File: src/rtl/cpu_boot_loader_pkg.sv
// Shared definitions for the cpu boot loader: command codes, FSM state
// encoding and word-packing constants.
package cpu_boot_loader_pkg;

  localparam int BYTES_PER_WORD = 4;
  // Index of the final byte of a word / header (2-bit byte index).
  localparam logic [1:0] LAST_IDX = 2'(BYTES_PER_WORD - 1);

  localparam logic [7:0] CMD_LOAD_IMEM = 8'h01;
  localparam logic [7:0] CMD_LOAD_DMEM = 8'h02;
  localparam logic [7:0] CMD_RUN       = 8'h03;
  localparam logic [7:0] CMD_HALT      = 8'h04;

  typedef enum logic [2:0] {
    IDLE  = 3'd0,
    HDR   = 3'd1,
    DATA  = 3'd2,
    WRITE = 3'd3,
    CSUM  = 3'd4,
    RUN   = 3'd5
  } state_t;

  function automatic logic is_load_cmd(input logic [7:0] b);
    return (b == CMD_LOAD_IMEM) || (b == CMD_LOAD_DMEM);
  endfunction

endpackage

File: src/rtl/cpu_boot_loader_byte_packer.sv
// Little-endian byte-to-word packer.
// Ports:
//   clk, arst_n  clock / async active-low reset
//   clear        synchronous clear of index and assembly register
//   take         a byte is accepted this cycle
//   byte_in      accepted byte
//   word         assembled word (complete while word_valid is high)
//   idx          index of the next byte slot (0..3)
//   word_valid   one-cycle pulse the cycle after the 4th byte is taken
module cpu_boot_loader_byte_packer
  import cpu_boot_loader_pkg::*;
#(
  parameter int DATA_W = 32
) (
  input  logic              clk,
  input  logic              arst_n,
  input  logic              clear,
  input  logic              take,
  input  logic [7:0]        byte_in,
  output logic [DATA_W-1:0] word,
  output logic [1:0]        idx,
  output logic              word_valid
);

  always_ff @(posedge clk or negedge arst_n) begin
    if (!arst_n) begin
      word       <= '0;
      idx        <= '0;
      word_valid <= 1'b0;
    end else begin
      word_valid <= 1'b0;
      if (clear) begin
        word <= '0;
        idx  <= '0;
      end else if (take) begin
        word[{idx, 3'b000} +: 8] <= byte_in;
        idx                      <= idx + 2'd1;  // wraps to 0 after the 4th byte
        word_valid               <= (idx == LAST_IDX);
      end
    end
  end

endmodule

File: src/rtl/cpu_boot_loader.sv
// Byte-stream program loader feeding the cpu external memory ports.
// Command stream: 01 LOAD_IMEM / 02 LOAD_DMEM + header(count16, base16) +
// count little-endian words; 03 RUN; 04 HALT (only in RUN).
// Optional feature macro: CPU_BOOT_LOADER_CHECKSUM_EN adds a trailing
// checksum byte per load (CSUM state).
// Ports:
//   clk, arst_n                clock / async active-low reset
//   s_valid, s_data, s_ready   input byte stream (transfer on valid && ready)
//   imem_addr/wen/wdata        instruction memory write port (byte address)
//   dmem_addr/wen/wdata        data memory write port (byte address)
//   cpu_enable                 cpu run enable
//   busy                       loader is mid-command (not IDLE / RUN)
//   error                      sticky protocol error, cleared by a valid command
module cpu_boot_loader
  import cpu_boot_loader_pkg::*;
#(
  parameter int DATA_W = 32,
  parameter int CNT_W  = 16
) (
  input  logic              clk,
  input  logic              arst_n,
  input  logic              s_valid,
  input  logic [7:0]        s_data,
  output logic              s_ready,
  output logic [DATA_W-1:0] imem_addr,
  output logic              imem_wen,
  output logic [DATA_W-1:0] imem_wdata,
  output logic [DATA_W-1:0] dmem_addr,
  output logic              dmem_wen,
  output logic [DATA_W-1:0] dmem_wdata,
  output logic              cpu_enable,
  output logic              busy,
  output logic              error
);

`ifdef CPU_BOOT_LOADER_CHECKSUM_EN
  localparam state_t LOAD_END = CSUM;
`else
  localparam state_t LOAD_END = IDLE;
`endif

  state_t             state, state_nxt;
  logic               sel_dmem;      // 1: current load targets dmem
  logic [1:0]         hdr_idx;
  logic [CNT_W-1:0]   remaining;
  logic [5:0]         base_lo;       // base[7:2]; base[1:0] is forced to 00
  logic [DATA_W-1:0]  addr;
  logic [DATA_W-1:0]  imem_addr_h, imem_wdata_h, dmem_addr_h, dmem_wdata_h;
  logic               take;
  logic               cnt_zero;
  logic [DATA_W-1:0]  pk_word;
  logic [1:0]         pk_idx;
  logic               pk_word_valid;
`ifdef CPU_BOOT_LOADER_CHECKSUM_EN
  logic [7:0]         csum;
`endif

  assign take     = s_valid && s_ready;
  assign cnt_zero = (remaining == '0);

  cpu_boot_loader_byte_packer #(.DATA_W(DATA_W)) u_packer (
    .clk        (clk),
    .arst_n     (arst_n),
    .clear      (state == IDLE),
    .take       (take && (state == DATA)),
    .byte_in    (s_data),
    .word       (pk_word),
    .idx        (pk_idx),
    .word_valid (pk_word_valid)
  );

  // State register
  always_ff @(posedge clk or negedge arst_n) begin
    if (!arst_n) state <= IDLE;
    else         state <= state_nxt;
  end

  // Next-state logic. s_ready is high in every state that reads s_valid
  // here, so s_valid alone implies a handshake.
  always_comb begin
    state_nxt = state;
    unique case (state)
      IDLE: if (s_valid) begin
        if (is_load_cmd(s_data))   state_nxt = HDR;
        else if (s_data == CMD_RUN) state_nxt = RUN;
      end
      HDR:   if (s_valid && hdr_idx == LAST_IDX) state_nxt = cnt_zero ? LOAD_END : DATA;
      DATA:  if (s_valid && pk_idx == LAST_IDX) state_nxt = WRITE;
      WRITE: state_nxt = (remaining == CNT_W'(1)) ? LOAD_END : DATA;
      CSUM:  if (s_valid) state_nxt = IDLE;
      RUN:   if (s_valid && s_data == CMD_HALT) state_nxt = IDLE;
      default: state_nxt = IDLE;
    endcase
  end

  // Outputs. Write ports show the live address/word only during the write
  // cycle and otherwise hold what was last written.
  always_comb begin
    s_ready    = (state != WRITE);
    imem_wen   = (state == WRITE) && pk_word_valid && !sel_dmem;
    dmem_wen   = (state == WRITE) && pk_word_valid &&  sel_dmem;
    imem_addr  = imem_wen ? addr    : imem_addr_h;
    imem_wdata = imem_wen ? pk_word : imem_wdata_h;
    dmem_addr  = dmem_wen ? addr    : dmem_addr_h;
    dmem_wdata = dmem_wen ? pk_word : dmem_wdata_h;
    cpu_enable = (state == RUN);
    busy       = (state != IDLE) && (state != RUN);
  end

  // Datapath: header decode, address/count tracking, error flag.
  always_ff @(posedge clk or negedge arst_n) begin
    if (!arst_n) begin
      sel_dmem     <= 1'b0;
      hdr_idx      <= '0;
      remaining    <= '0;
      base_lo      <= '0;
      addr         <= '0;
      error        <= 1'b0;
      imem_addr_h  <= '0;
      imem_wdata_h <= '0;
      dmem_addr_h  <= '0;
      dmem_wdata_h <= '0;
    end else begin
      unique case (state)
        IDLE: if (take) begin
          if (is_load_cmd(s_data)) begin
            sel_dmem <= (s_data == CMD_LOAD_DMEM);
            hdr_idx  <= '0;
            error    <= 1'b0;
          end else if (s_data == CMD_RUN) begin
            error    <= 1'b0;
          end else begin
            error    <= 1'b1;
          end
        end
        HDR: if (take) begin
          hdr_idx <= hdr_idx + 2'd1;
          case (hdr_idx)
            2'd0: remaining[7:0]  <= s_data;
            2'd1: remaining[15:8] <= s_data;
            2'd2: base_lo         <= s_data[7:2];
            default: addr         <= DATA_W'({s_data, base_lo, 2'b00});
          endcase
        end
        WRITE: begin
          addr      <= addr + DATA_W'(BYTES_PER_WORD);
          remaining <= remaining - CNT_W'(1);
          if (sel_dmem) begin
            dmem_addr_h  <= addr;
            dmem_wdata_h <= pk_word;
          end else begin
            imem_addr_h  <= addr;
            imem_wdata_h <= pk_word;
          end
        end
        RUN: if (take) error <= (s_data != CMD_HALT);
`ifdef CPU_BOOT_LOADER_CHECKSUM_EN
        CSUM: if (take && s_data != csum) error <= 1'b1;
`endif
        default: ;
      endcase
    end
  end

`ifdef CPU_BOOT_LOADER_CHECKSUM_EN
  // Running sum seeded with the command byte itself, so a zero-length
  // LOAD_IMEM (01 00 00 00 00) expects checksum 0x01.
  always_ff @(posedge clk or negedge arst_n) begin
    if (!arst_n) begin
      csum <= '0;
    end else if (take) begin
      if (state == IDLE)                      csum <= s_data;
      else if (state == HDR || state == DATA) csum <= csum + s_data;
    end
  end
`endif

endmodule

File: config.mk
export PLATFORM = sky130hd
export DESIGN_NAME = cpu_boot_loader
export DESIGN_NICKNAME = d
export VERILOG_FILES = /design/src/rtl/cpu_boot_loader_pkg.sv /design/src/rtl/cpu_boot_loader_byte_packer.sv /design/src/rtl/cpu_boot_loader.sv
export SDC_FILE = /design/constraint.sdc
export NUM_CORES = 1
export LEC_CHECK = 0
export ABC_AREA = 1
export CAP_MARGIN = 30
export CORE_UTILIZATION = 60
export DETAILED_ROUTE_END_ITERATION = 7
export PLACE_DENSITY_LB_ADDON = 0.3
export SETUP_SLACK_MARGIN = 0.2
export SYNTH_ARGS = -nofsm -noshare
export SYNTH_HDL_FRONTEND = slang
export SYNTH_HIERARCHICAL = 1
export SYNTH_SLANG_ARGS = --single-unit
File: constraint.sdc
create_clock -name clk -period 2.9 [get_ports clk]
set_input_delay 0.435 -clock clk [delete_from_list [all_inputs] [get_ports clk]]
set_output_delay 0.435 -clock clk [all_outputs]
set_load 0.01 [all_outputs]
==> flow_summary.toml, run 1 <==
[status]
run_status = "completed"

[placement]
dp_cells = 1865
post-dp-hpwl_um = 21500
portBuffers = 140
place_congestion = 0.940
preCtsSetupSlack_ns = 0.375

[synth]
ys.flop_type = "dfrtp_1"
yosys.area.top_type_share_pct = 47.8
synth_area_leaders = "dfrtp_1 (48%), nand2_1 (17%), o21ai_0 (12%)"
ys_ff_latch = 218
synthCells = 1540
synth_area_per_cell_um2 = 7.41
synthesis.area_um2 = 11400
synth-edff-count = 0
yosys-top-cells-count = "nand2_1 (510), o21ai_0 (283), dfrtp_1 (218)"
synth_warnings = 6
synth.most_common_cell = "nand2_1"
synthArstFlopShare_pct = 100
synth_top_cell_by_area = "dfrtp_1"
synth.yosys.seq_area_share_pct = 47.8
synth_cell_types = 32

[layout]
n_fill_cell = 1484
nets = 1698
instances_no_fill = 1923
seq_area_um2 = 5460
area_growth_pct = 20.1
drive_gt1_share_pct = 9.30
insertedDiodeCount = 0
multi_input_area_um2 = 5110

[die]
initial_utilization_pct = 61.2
rows = 50
core_um2 = 18600
die_h_um = 140
fp.dieW_um = 140
io_pins = 145
fp.dieArea_um2 = 19600

[global_routing]
grt_pass1_wl_um = 53100
antenna_found_initial = 0
grt_max_degree = 73
grt_overflow = 0
track_usage_pct = 33.9
first_global_vias = 10300

[sta]
min_period_ns = 2.66
slew_viol_final = 0
relSlewSlack_pct = 46.2
whs_ns = 0.478
tightest_slew_ns = 0.806
fin_setup_tns_ns = 0
post-route-period-util_pct = 91.7
setup_viol = 0
max_freq_mhz = 376
rsz0062_at_grt = "true"
hold_viol_final = 0
fin_ws_ns = 0.241
fin_skew_ns = 0.0157

[power]
netSwitchingPower_mw = 4.33
power.internal_mw = 6.57
irDropWorstVdd_uv = 685
power_frac_seq_pct = 40.2
p_comb_share_pct = 34.9
leakage_nw = 6.86
p_total_mw = 10.9
power.share.clock_pct = 24.8
netSwitchingFraction_pct = 39.7
p_per_area_nw_per_um2 = 795

[setup_path]
r2r-end = "imem_addr_h[24]$_DFFE_PN0P_"
critPathMaxFanout = 19
arrival_ns = 2.22
crit_path_start = "state[2]$_DFFE_PN0P_"
cp-end-kind = "output port"
r2r-start = "state[1]$_DFFE_PN0P_"
crit_end = "dmem_addr[3]"
worst_setup_path_start_kind = "flip-flop"
crit_required_ns = 2.47
reg2reg_setup_slack_ns = 0.68
reg2reg_depth = 11
critical_path_class = "flip-flop to output port"

[routing]
drc = 0
postRouteAntennaNets = 0
firstDrtPassIters = 5
routed_wirelength_um = 33000
initialDrtViolationCount = 1224
routedWlPerCell_um = 17.2
num_vias = 11000
drt-vias-per-instance = 5.70

[cts]
ctsHtreeMaxLevel = 1
clk_latency_ns = 0.50
cts.sinks = 218
root_buffer = "clkbuf_16"
numCtsBuffers = 23
cts_max_path_buffers = 3
cts_tree = "done"
clkTransAtPathRegs_ns = 0.06

[min_path]
min_from = "u_packer/word[14]$_DFFE_PN0P_"
hp-class = "flip-flop to flip-flop"

[run]
max-cap-violations = 0
metrics by stage:
step | instance area [µm²] | utilization, %
4_1_cts | 13700 | 73.7
2_1_floorplan | 11400 | -
3_3_place_gp | 13000 | 69.6
6_report | 13700 | 73.5
3_5_place_dp | 13000 | 69.6
5_1_grt | 13700 | 73.5
cell type report:
cell class | count | share of cell area, %
tap | 234 | 2.14
multi-input combinational | 1119 | 37.3
inverter | 138 | 3.78
timing repair buffer | 174 | 12.0
clock inverter | 7 | 0.329
clock buffer | 33 | 4.62
sequential | 218 | 39.8
power by group through the flow:
stage | Clock, mW | Combinational, mW | Sequential [mW]
final | 2.71 | 3.80 | 4.38
after floorplan | 0 | 2.45 | 4.22
after detailed placement | 0 | 3.85 | 4.39
after global placement | 0 | 3.72 | 4.36
after CTS | 2.73 | 3.74 | 4.36
after global routing | 2.84 | 4.24 | 4.47
cells in the final DEF, fill, tap and decap left out, types with 3 or more instances in the layout:
master,netlist,final
inv_2,11,11
clkbuf_2,0,48
a21oi_1,21,21
o22ai_1,4,4
clkdlybuf4s15_1,0,8
o211ai_1,5,5
dlygate4sd2_1,0,50
buf_4,9,16
a31oi_1,4,4
dlygate4sd1_1,0,3
nand2_4,5,7
nand4_1,3,3
nand2_2,3,5
conb_1,1,4
o21ai_1,31,55
clkdlybuf4s50_1,0,13
nand2_1,510,505
dfrtp_1,218,216
nor2_1,143,143
dlymetal6s2s_1,0,16
xor2_1,6,6
nand3_2,3,3
nor2_4,6,6
buf_12,0,7
nand2_8,0,3
inv_1,127,127
ha_1,13,13
clkbuf_8,0,3
buf_16,0,6
clkinv_2,0,4
clkbuf_1,24,8
clkbuf_16,0,25
nand3_1,62,62
o21ai_0,283,258
metal layers:
metal,wire length (µm),global-route usage [%],vias to the layer above,share of wire (%)
met5,0,0,-,0
met4,876,10.0,0,2.7
met3,2720,4.30,68,8.2
met2,15200,54.3,563,46
met1,14200,48.5,5138,43
li1,-,-,5194,-
flip-flops by register name, summed over array words and instances (netlist names):
| name | flops |
|---|---|
| base_lo | 6 |
| imem_wdata_h | 32 |
| sel_dmem | 1 |
| u_packer/idx | 2 |
| remaining | 16 |
| error | 1 |
| u_packer/word | 32 |
| u_packer/word_valid | 1 |
| dmem_wdata_h | 32 |
| hdr_idx | 2 |
| addr | 30 |
| dmem_addr_h | 30 |
| state | 3 |
| imem_addr_h | 30 |
what timing repair did:
action                                  CTS  global route
pin swaps                                 2             2
endpoints found under the setup margin  125            89
hold buffers                              1             0
resized for setup                       119           182
buffers inserted                          7             4
endpoints found under the hold margin    55             0
gates cloned                              5             2
cells by family (layout without fill, tap and decap cells):
logic type / after synthesis / after routing / share of synthesized area (%)
xor+xnor: 8 / 8 / 0.614
simple gates: 741 / 743 / 26.2
fa+ha+maj: 13 / 13 / 1.43
compound gates: 351 / 351 / 15.7
flops: 218 / 218 / 47.8
other cells: 1 / 4 / 0.0329
buf+inv: 208 / 352 / 8.18
critical path, stage by stage, from the launching register on:
cell and delay (ns):
dfrtp_2 0.45, nor2_4 0.15, nand2_4 0.09, nor2_4 0.17
nand2_8 0.13, buf_16 0.21, o21ai_0 0.27, dlymetal6s2s_1 0.24
worst min-delay path by stage:
stage,end,depth (start not counted)
floorplan,addr[10]$_DFFE_PN0P_,0
global placement,base_lo[4]$_DFFE_PN0P_,2
CTS,u_packer/word[26]$_DFFE_PN0P_,2
finish,u_packer/word[14]$_DFFE_PN0P_,2
global route,base_lo[3]$_DFFE_PN0P_,2
detailed placement,u_packer/word[26]$_DFFE_PN0P_,2
(Power assumes the default switching activity.)
==> run 2: changes to the inputs <==
--- a/config.mk
+++ b/config.mk
@@ -7,6 +7,7 @@
 export LEC_CHECK = 0
 export ABC_AREA = 1
 export CAP_MARGIN = 30
+export CORE_ASPECT_RATIO = 0.7
 export CORE_UTILIZATION = 60
 export DETAILED_ROUTE_END_ITERATION = 7
 export PLACE_DENSITY_LB_ADDON = 0.3
==> flow_summary.toml, run 2 (synthesis gave the netlist of run 1 again) <==
[global_routing]
grt_overflow = 0
antenna_found_initial = 0
grt_max_degree = 90
first_global_vias = 10400
track_usage_pct = 34.5
grt_pass1_wl_um = 54300

[power]
leakage_nw = 6.79
netSwitchingFraction_pct = 39.8
power.internal_mw = 6.61
irDropWorstVdd_uv = 523
p_comb_share_pct = 34.9
power.share.clock_pct = 24.9
p_per_area_nw_per_um2 = 802
power_frac_seq_pct = 40.2
netSwitchingPower_mw = 4.37

[die]
die_h_um = 117
fp.dieW_um = 167
fp.dieArea_um2 = 19600
io_pins = 145
rows = 41
core_um2 = 18300
initial_utilization_pct = 62.3

[routing]
initialDrtViolationCount = 1513
drc = 0
routed_wirelength_um = 33500
postRouteAntennaNets = 0
firstDrtPassIters = 6
routedWlPerCell_um = 17.4
num_vias = 11100
drt-vias-per-instance = 5.76

[placement]
portBuffers = 140
placed_cell_area_um2 = 13000
post-dp-hpwl_um = 22200
place_congestion = 0.950

[setup_path]
crit_required_ns = 2.47
crit_family = "buffers and inverters"
max_stage_delay_ns = 0.44
worst_setup_path_start_kind = "flip-flop"
slowest_stage = "dfrtp_2"
critPathMaxFanout = 25
crit_top_cell = "nor2_4"
cp-end-kind = "output port"
r2r-start = "state[1]$_DFFE_PN0P_"
arrival_ns = 2.30
critPathBufInv = 4
critical_path_class = "flip-flop to output port"
crit_path_start = "state[2]$_DFFE_PN0P_"
reg2reg_setup_slack_ns = 0.75
cp_cell_sequence = "nor2_4 > nand2_4 > nor2_4 > nand2_8 > buf_4 > buf_12 > buf_16 > o21ai_0 > dlygate4sd2_1"

[layout]
area_growth_pct = 20.0
insertedDiodeCount = 0
largestRegisters = "dmem_wdata_h x32, imem_wdata_h x32, u_packer/word x32"
most-common-layout-cells = "nand2_1 (510), o21ai_0 (275), dfrtp_1 (216)"
final_common_cell = "nand2_1"
drive_gt1_share_pct = 7.69
finalInstanceArea_um2 = 13700
nets = 1701

[min_path]
min_from = "u_packer/word[21]$_DFFE_PN0P_"
hp-class = "flip-flop to flip-flop"

[sta]
fin_skew_ns = 0.0124
max_freq_mhz = 365
rsz0062_at_grt = "true"
relSlewSlack_pct = 52.0
slew_viol_final = 0
hold_viol_final = 0
fin_setup_tns_ns = 0
min_period_ns = 2.74
post-route-period-util_pct = 94.4
tightest_slew_ns = 0.720
setup_viol = 0

[cts]
root_buffer = "clkbuf_16"
clk_latency_ns = 0.50
cts_max_path_buffers = 3
ctsHtreeMaxLevel = 1
cts.sinks = 218
clkTransAtPathRegs_ns = 0.06
numCtsBuffers = 21
cts_tree = "done"

[run]
max-cap-violations = 0

[status]
run_status = "completed"
## run 2: cell types whose count changed in the layout (fill, tap and decap cells not counted), sizes merged, moves of 3 or more
cell	before	now
buf	32	38
clkbuf	84	57
clkdlybuf4s15	8	2
clkinv	5	1
dlygate4sd1	3	0
dlygate4sd2	50	99
dlymetal6s2s	16	1
## run 2: timing repair
| action | in CTS | in global routing |
|---|---|---|
| setup buffers | 7 | 9 |
| pin swaps | 2 | 2 |
| gates resized for setup | 137 | 63 |
| gates cloned | 3 | 1 |
| endpoints found under the hold margin | 63 | 0 |
| endpoints found under the setup margin | 125 | 91 |
| hold buffers | 1 | 0 |
## run 2: final cells by class
cell class                 instances  area [µm²]
tap                              236         295
clock inverter                     4        50.0
sequential                       218        5460
fill                            1425        4630
timing repair buffer             180        1670
clock buffer                      32         627
multi-input combinational       1118        5060
inverter                         138         518
## run 2: worst paths after layout
kind	cells past startpoint	to
worst max-delay path	9	imem_wdata[3]
worst min-delay path	2	u_packer/word[21]$_DFFE_PN0P_
worst max register to register	10	imem_wdata_h[3]$_DFFE_PN0P_
worst min register to register	2	u_packer/word[21]$_DFFE_PN0P_
max in group asynchronous	3	state[2]$_DFFE_PN0P_
min in group asynchronous	2	dmem_addr_h[18]$_DFFE_PN0P_
## run 2: power groups by stage
stage | clock (mW) | sequential, mW | combinational [mW]
floorplan | 0 | 4.22 | 2.45
global placement | 0 | 4.38 | 3.75
detailed placement | 0 | 4.41 | 3.88
CTS | 2.74 | 4.37 | 3.72
global route | 2.87 | 4.49 | 4.26
finish | 2.73 | 4.41 | 3.83
## run 2: stage by stage
stage	total power, mW	utilization, %	cells	hold slack, ns	worst slack (ns)
2_1_floorplan	6.67	-	1543	0.139	1.08
5_1_grt	11.6	74.7	1926	0.497	0.0606
3_3_place_gp	8.13	70.8	1869	0.466	0.460
3_5_place_dp	8.30	70.8	1869	0.465	0.396
6_report	11.0	74.7	1926	0.478	0.162
4_1_cts	10.8	74.7	1916	0.481	0.0618
## run 2: worst min-delay path: stages (launching register included)
cell     delay, ns
dfrtp_1       0.34
nand2_1       0.05
nand2_1       0.06
## run 2: per-layer routing
layer	vias to the layer above	global-route usage [%]	wire length, µm
li1	5200	-	-
met4	0	7.47	741
met3	65	7.15	3690
met5	-	0	0
met2	621	51.1	14400
met1	5202	52.1	14700
